<file path="src/rtl/rom_upload_reader_if.sv">
// HPS upload bus and ROM RAM read-port bundle for rom_upload_reader.
// The slave modport is the reader; the master modport is the HPS/RAM side.
interface rom_upload_reader_if;
   logic        ioctl_upload;
   logic        ioctl_rd;
   logic [24:0] ioctl_addr;
   logic [7:0]  ioctl_din;
   logic        ioctl_wait;
   logic [15:0] rd_addr;
   logic [3:0]  rd_region;
   logic [95:0] q_bus;
   logic [15:0] upload_sum;

   modport master (
      output ioctl_upload,
      output ioctl_rd,
      output ioctl_addr,
      output q_bus,
      input  ioctl_din,
      input  ioctl_wait,
      input  rd_addr,
      input  rd_region,
      input  upload_sum
   );

   modport slave (
      input  ioctl_upload,
      input  ioctl_rd,
      input  ioctl_addr,
      input  q_bus,
      output ioctl_din,
      output ioctl_wait,
      output rd_addr,
      output rd_region,
      output upload_sum
   );
endinterface

</file>
<file path="src/rtl/rom_upload_reader.sv">
// Serves HPS upload byte reads from twelve ROM RAM regions (1-cycle RAM latency).
// Define UPLOAD_CHECKSUM_EN to enable the running 16-bit upload byte checksum.
module rom_upload_reader (
   input  logic               clk,
   input  logic               reset,
   rom_upload_reader_if.slave bus
);
   typedef enum logic [1:0] {IDLE, FETCH, CAPTURE} state_t;

   localparam int         NUM_REGIONS = 12;
   localparam logic [3:0] REGION_NONE = 4'd15;

   state_t      state_q;
   logic [7:0]  din_q;
   logic        wait_q;
   logic [15:0] rd_addr_q;
   logic [3:0]  rd_region_q;

   logic [3:0]  region_d;
   logic [15:0] local_d;
   logic [7:0]  q_bytes [NUM_REGIONS];
   logic [7:0]  sel_byte;
   logic        capture_en;

   generate
      for (genvar gi = 0; gi < NUM_REGIONS; gi++) begin : g_q_bytes
         assign q_bytes[gi] = bus.q_bus[gi*8 +: 8];
      end
   endgenerate

   // Program regions are 64 KB from 0x00000, graphics regions 32 KB from 0x40000.
   always_comb begin
      region_d = REGION_NONE;
      local_d  = bus.ioctl_addr[15:0];
      if (bus.ioctl_addr[24:19] == 6'd0) begin
         if (!bus.ioctl_addr[18]) begin
            region_d = {2'b00, bus.ioctl_addr[17:16]};
         end else begin
            region_d = 4'd4 + {1'b0, bus.ioctl_addr[17:15]};
            local_d  = {1'b0, bus.ioctl_addr[14:0]};
         end
      end
   end

   always_comb begin
      sel_byte = 8'hFF;
      for (int i = 0; i < NUM_REGIONS; i++) begin
         if (rd_region_q == 4'(i)) begin
            sel_byte = q_bytes[i];
         end
      end
   end

   assign capture_en = (state_q == CAPTURE) && bus.ioctl_upload;

   always_ff @(posedge clk) begin
      if (reset) begin
         state_q     <= IDLE;
         din_q       <= 8'h00;
         wait_q      <= 1'b0;
         rd_addr_q   <= 16'h0000;
         rd_region_q <= REGION_NONE;
      end else begin
         case (state_q)
            IDLE: begin
               if (bus.ioctl_upload && bus.ioctl_rd) begin
                  rd_addr_q   <= local_d;
                  rd_region_q <= region_d;
                  wait_q      <= 1'b1;
                  state_q     <= FETCH;
               end
            end
            FETCH: begin
               if (!bus.ioctl_upload) begin
                  wait_q  <= 1'b0;
                  state_q <= IDLE;
               end else begin
                  state_q <= CAPTURE;
               end
            end
            CAPTURE: begin
               // An upload that ended during the fetch leaves the old byte in place.
               if (capture_en) begin
                  din_q <= sel_byte;
               end
               wait_q  <= 1'b0;
               state_q <= IDLE;
            end
            default: begin
               wait_q  <= 1'b0;
               state_q <= IDLE;
            end
         endcase
      end
   end

   assign bus.ioctl_din  = din_q;
   assign bus.ioctl_wait = wait_q;
   assign bus.rd_addr    = rd_addr_q;
   assign bus.rd_region  = rd_region_q;

`ifdef UPLOAD_CHECKSUM_EN
   logic        upload_q;
   logic [15:0] sum_q;

   always_ff @(posedge clk) begin
      if (reset) begin
         upload_q <= 1'b0;
         sum_q    <= 16'h0000;
      end else begin
         upload_q <= bus.ioctl_upload;
         if (bus.ioctl_upload && !upload_q) begin
            sum_q <= 16'h0000;
         end else if (capture_en) begin
            sum_q <= sum_q + {8'h00, sel_byte};
         end
      end
   end

   assign bus.upload_sum = sum_q;
`else
   assign bus.upload_sum = 16'h0000;
`endif

endmodule

</file>
<file path="src/flat_wrapper.sv">
// flat-port wrapper written by rule: the top's interface ports become plain ports
module rom_upload_reader_flat 
  (clk, reset, bus_ioctl_upload, bus_ioctl_rd, bus_ioctl_addr, bus_q_bus, bus_ioctl_din, bus_ioctl_wait, bus_rd_addr, bus_rd_region, bus_upload_sum);
  rom_upload_reader_if bus_i ();
  input  logic clk;
  input  logic reset;
  input wire logic [$bits(bus_i.ioctl_upload)-1:0] bus_ioctl_upload;
  input wire logic [$bits(bus_i.ioctl_rd)-1:0] bus_ioctl_rd;
  input wire logic [$bits(bus_i.ioctl_addr)-1:0] bus_ioctl_addr;
  input wire logic [$bits(bus_i.q_bus)-1:0] bus_q_bus;
  output wire logic [$bits(bus_i.ioctl_din)-1:0] bus_ioctl_din;
  output wire logic [$bits(bus_i.ioctl_wait)-1:0] bus_ioctl_wait;
  output wire logic [$bits(bus_i.rd_addr)-1:0] bus_rd_addr;
  output wire logic [$bits(bus_i.rd_region)-1:0] bus_rd_region;
  output wire logic [$bits(bus_i.upload_sum)-1:0] bus_upload_sum;
  assign bus_i.ioctl_upload = bus_ioctl_upload;
  assign bus_i.ioctl_rd = bus_ioctl_rd;
  assign bus_i.ioctl_addr = bus_ioctl_addr;
  assign bus_i.q_bus = bus_q_bus;
  assign bus_ioctl_din = bus_i.ioctl_din;
  assign bus_ioctl_wait = bus_i.ioctl_wait;
  assign bus_rd_addr = bus_i.rd_addr;
  assign bus_rd_region = bus_i.rd_region;
  assign bus_upload_sum = bus_i.upload_sum;
  rom_upload_reader u_core (.clk(clk), .reset(reset), .bus(bus_i));
endmodule
</file>
<file path="config.mk">
export PLATFORM = sky130hd
export DESIGN_NAME = rom_upload_reader_flat
export DESIGN_NICKNAME = d
export VERILOG_FILES = /design/src/rtl/rom_upload_reader_if.sv /design/src/rtl/rom_upload_reader.sv /design/src/flat_wrapper.sv
export SDC_FILE = /design/constraint.sdc
export NUM_CORES = 1
export LEC_CHECK = 0
export ABC_AREA = 1
export CAP_MARGIN = 0
export CORE_MARGIN = 8
export CORE_UTILIZATION = 34
export DETAILED_ROUTE_END_ITERATION = 8
export PLACE_DENSITY = 0.92
export SETUP_SLACK_MARGIN = 0.15
export SYNTH_ARGS = -nofsm -noshare
export SYNTH_HDL_FRONTEND = slang
export SYNTH_SLANG_ARGS = --single-unit
</file>
<file path="constraint.sdc">
create_clock -name clk -period 1.7 [get_ports clk]
set_clock_uncertainty 0.05 [all_clocks]
set_input_delay 0.17 -clock clk [delete_from_list [all_inputs] [get_ports clk]]
set_output_delay 0.17 -clock clk [all_outputs]
set_load 0.005 [all_outputs]
</file>
-- Word level (Yosys, flattened, before mapping)
Cells that the tools add are included.
- output and inout port bits: 45
- word-level logic and storage cells: 51
- register bits after elaboration: 31
- bits of input ports: 125
- equal/unequal tests: 15
- reduce and logical (&&, ||, !) cells: 8
- muxes and demuxes: 22
- $add $sub $neg: 1
- operators by type and width (kind ; number):
    8-bit 2-to-1 mux ; 12
    16-bit 2-to-1 mux ; 2
    4-bit by 3-bit == test with 1-bit output, second input constant ; 4
    4-bit == test, second input constant ; 4
    4-bit by 2-bit == test with 1-bit output, second input constant ; 2
    4-bit 2-to-1 mux ; 2
    6-bit logical NOT ; 1
    2-bit AND reduction ; 3
    3-bit by 3-bit adder with 4-bit output, first input constant ; 1
    4-bit by 1-bit == test with 1-bit output, second input constant ; 1
    4-bit logical NOT ; 1
    2-bit 2-to-1 mux ; 2
    2-bit one-hot mux with 2 select lines ; 1
    2-bit by 1-bit == test with 1-bit output, second input constant ; 1
    2-bit == test, second input constant ; 1
    1-bit logical AND ; 2
    2-bit logical NOT ; 1
    1-bit 2-to-1 mux ; 2
    2-bit by 1-bit inequality test with 1-bit output, second input constant ; 1
    2-bit inequality test, second input constant ; 1
    1-bit one-hot mux with 2 select lines ; 1

-- Longest topological paths before layout
- depth after elaboration: 13
- depth in mapped cells: 12
- mapped depth without buffers: 12

-- Least setup slack after synthesis
No wires, ideal clock.
- path kind: register to register
- from: register u_core.rd_region_q[2] (netlist: u_core.bus.rd_region[2])
- to: register u_core.din_q[6] (netlist: u_core.bus.ioctl_din[6])
- buffers on the path: 0
- arrival: 1.328 ns
- data required time: 1.518 ns
- setup slack: 0.189 ns
- clock period less this slack: 1.511 ns
- library setup time: 0.132 ns
- stages on the path, launching flop included: 11
- path through: dfxtp_1 -> inv_2 -> nor2_4 -> nand2_1 -> or2_2 -> nand4_1 -> nand2_1 -> nand3_1 -> nand2_1 -> nand2_1 -> a21oi_1
- cells in the longest elaborated chain, start to end: 13
- elaborated cells on any way between the ends: 24
- those cells by class: eq/ne (11); mux (12); reduce/logical (1)
- RTL lines (what ; line ; source):
    start: declaration ; rom_upload_reader.sv:17 ; logic [3:0] rd_region_q;
    start signal: assignment ; rom_upload_reader.sv:68 ; rd_region_q <= region_d;
    4-bit logical NOT ; rom_upload_reader.sv:48 ; if (rd_region_q == 4'(i)) begin
    8-bit 2-to-1 mux (11 in a row) ; rom_upload_reader.sv:48 ;
    8-bit 2-to-1 mux (*) ; rom_upload_reader.sv:48 ;
    end signal: assignment ; rom_upload_reader.sv:84 ; din_q <= sel_byte;
    end: declaration ; rom_upload_reader.sv:14 ; logic [7:0] din_q;
Mark *: on every way between the ends. The rest lies on a longest branch, timed or not.
A chain may end at the register's enable or synchronous reset.

-- Final worst setup path
- from: register u_core.rd_region_q[3] (netlist: u_core.bus.rd_region[3])
- to: register u_core.din_q[6] (netlist: u_core.bus.ioctl_din[6])
Same word-level chain as after synthesis.

==> impl_metrics.env <==
export IMPL_status="finished clean"
export IMPL_holdWs_ps=359
export IMPL_cts_hold_buf=0
export IMPL_grt_max_degree=20
export IMPL_final_util_pct=67.0
export IMPL_synthFlopType="dfxtp_1"
export IMPL_drt_iter0_markers=87
export IMPL_syn_area_um2=2250
export IMPL_cts_root_buf="clkbuf_8"
export IMPL_switchingPower_mw=0.424
export IMPL_synth_common_cells="67 x nor2_1, 60 x nand2_1, 48 x inv_1"
export IMPL_cts_tree="yes"
export IMPL_htree_levels=2
export IMPL_first_global_vias=3128
export IMPL_synth_top_area_share_pct=27.5
export IMPL_fp_row_count=29
export IMPL_vias=3093
export IMPL_internal_power_mw=1.38
export IMPL_cp_cell_sequence="buf_6 -> nor2_4 -> buf_6 -> nand2_4 -> or2_4 -> nand4_1 -> nand2_1 -> nand3_1 -> nand2_1 -> nand2_1 -> a21oi_2"
export IMPL_critPathLaunchType="register"
export IMPL_io_pins=170
export IMPL_required_ps=1820
export IMPL_place_ws_ps=-169
export IMPL_finalCritPeriodShare_pct=95.7
export IMPL_ys_seq_area_share_pct=27.5
export IMPL_ir_drop_v=0.000492
export IMPL_grtUsageTotal_pct=19.8
export IMPL_ys_warn_count=0
export IMPL_syn_to_final_growth_pct=89.7
export IMPL_grt_pass1_wl_mm=15.6
export IMPL_hp_class="in -> reg"
export IMPL_dpl_hpwl_mm=8.04
export IMPL_drc=0
export IMPL_ys_types=27
export IMPL_dp_cells=612
export IMPL_ys_ff_latch=31
export IMPL_postSynthAreaPerCell_um2=6.11
export IMPL_wl_mm=10.1
export IMPL_power_share_combinational_pct=26.3
export IMPL_path_delay_family="simple AND/OR/NAND/NOR gates"
export IMPL_crit_type="reg -> reg"
export IMPL_slowest_stage="dfxtp_4"
export IMPL_fmax_mhz=615
export IMPL_p_per_area_nw_per_um2=421
export IMPL_crit_arrival_ps=1750
export IMPL_post_route_min_period_ps=1630
export IMPL_gr_total_overflow=0
export IMPL_synth_edf_count=0
export IMPL_slowest_delay_ps=360
export IMPL_clockPowerShare_pct=30.9
export IMPL_place_gp_congestion=0.840
export IMPL_worst_skew_pair_late_latency_ps=270
export IMPL_die_w_um=97.4
export IMPL_hold_viol=0
export IMPL_synth_top_area_cell="dfxtp_1"
export IMPL_vias_per_cell=4.91
export IMPL_setup_viol=0
export IMPL_coreArea_um2=6390
export IMPL_first_pass_iters=4
export IMPL_start_util_pct=35.3
export IMPL_syn_inst=369
export IMPL_yosysMostFrequentCell="nor2_1"
export IMPL_dieArea_um2=9490
export IMPL_clk_pin_slew_ps=70
export IMPL_ff2ff_setup_slack_ps=70
export IMPL_cts_made_buffers=5
export IMPL_p_leak_nw=1.89
export IMPL_drv_slew=0
export IMPL_cts_sinks=31
export IMPL_pwr_share_seq_pct=42.8
export IMPL_wl_per_cell_um=16.1
export IMPL_worst_slack_ps=73.8
export IMPL_rsz0062_at_grt="true"
export IMPL_netlist_top_cells_area="dfxtp_1 28%, nor2_1 11%, nand2_1 10%"
export IMPL_portBuffers=153
export IMPL_die_h_um=97.4
export IMPL_clk_path_buf_depth=2
export IMPL_antennaDiodeCount=0
export IMPL_netSwitchingFraction_pct=23.6
export IMPL_worst_path_max_fanout=5
export IMPL_critPathCaptureType="register"
export IMPL_nets=677
export IMPL_layout_drive_gt1_share_pct=17.0
export IMPL_path_common_cell="nand2_1"
export IMPL_stdcell_count=630
export IMPL_synth_async_reset_ratio_pct=0
export IMPL_grt_antenna_before_repair=0
export IMPL_ant_nets=0
export IMPL_fillCellCount=540
export IMPL_crit_buf_inv=2
export IMPL_maxCapViolCount=0
==> kinds of logic after synthesis <==
group           after synthesis  synth area share (%)
other cells                   1                 0.166
simple gates                212                  45.3
flops                        31                  27.5
mux                           1                 0.499
compound gates               46                  10.4
buf+inv                      78                  16.1
==> power by group through the flow <==
stage / Sequential, mW / Clock, mW / Combinational (mW)
3_5_place_dp: 0.790 / 0 / 0.462
4_1_cts: 0.770 / 0.572 / 0.467
5_1_grt: 0.773 / 0.620 / 0.509
6_report: 0.770 / 0.556 / 0.474
3_3_place_gp: 0.787 / 0 / 0.457
2_1_floorplan: 0.791 / 0 / 0.111
==> worst reg2reg max path: cells and delay by family (launching register included) <==
kind | cells | cell delay (ps)
flops | 1 | 360
simple gates | 8 | 830
compound gates | 1 | 50
buf+inv | 2 | 240
==> final cells by class <==
cell class                      instances  area, µm²  area share, %
Timing Repair Buffer                  185       1820           42.5
Multi-Input combinational cell        275       1440           33.7
Sequential cell                        31        633           14.8
Inverter                               54        208           4.86
Clock buffer                            7       76.3           1.78
Clock inverter                          1       5.00          0.117
Tap cell                               77       96.3           2.25
==> final timing paths <==
check | start | endpoint | cells past startpoint
max | u_core.bus.rd_region[3] | u_core.bus.ioctl_din[6] | 11
min | bus_ioctl_addr[21] | u_core.bus.rd_region[0] | 6
max reg2reg | u_core.bus.rd_region[3] | u_core.bus.ioctl_din[6] | 11
min reg2reg | u_core.bus.ioctl_wait | u_core.bus.ioctl_wait | 2
==> stage by stage <==
stage / area, µm² / total power, mW / TNS, ps
6_report: 4280 / 1.80 / 0
5_1_grt: 4280 / 1.90 / -123
3_5_place_dp: 3940 / 1.25 / -621
4_1_cts: 4130 / 1.81 / 0
3_3_place_gp: 3940 / 1.24 / -359
2_1_floorplan: 2310 / 0.902 / 0
==> cells in the final DEF, fill, tap and decap left out, drive strengths merged, types with 4 or more instances in the layout <==
| cell type | synthesis | layout |
|---|---|---|
| clkdlybuf4s50 | 0 | 147 |
| nor2 | 72 | 72 |
| nand2 | 61 | 61 |
| inv | 53 | 53 |
| buf | 19 | 33 |
| o21ai | 32 | 32 |
| dfxtp | 31 | 31 |
| or2 | 27 | 27 |
| nand4 | 18 | 18 |
| nand3 | 18 | 18 |
| conb | 1 | 16 |
| nand3b | 13 | 13 |
| a21oi | 11 | 11 |
| clkbuf | 5 | 7 |
| dlymetal6s2s | 0 | 4 |
==> state kept, by name, summed over array words and instances, names as in the netlist <==
name,count
u_core.bus.rd_addr,16
u_core.bus.ioctl_din,8
u_core.bus.rd_region,4
u_core.state_q,2
u_core.bus.ioctl_wait,1
==> metal layers <==
| layer | part of all wire [%] | vias up | track usage [%] |
|---|---|---|---|
| met5 | 0 | - | 0 |
| met2 | 48 | 171 | 33.7 |
| met1 | 39 | 1388 | 21.4 |
| met3 | 9.9 | 27 | 7.82 |
| met4 | 3.1 | 0 | 8.28 |
| li1 | - | 1507 | - |
==> what timing repair did <==
item                                    in CTS  in global routing
gates resized for setup                     32                 34
gates cloned                                 1                  0
pin swaps                                   15                 23
endpoints found under the setup margin      11                 12
setup buffers                                3                  6
endpoints found under the hold margin        0                  0
No activity file was read; power rests on OpenSTA's default activity.
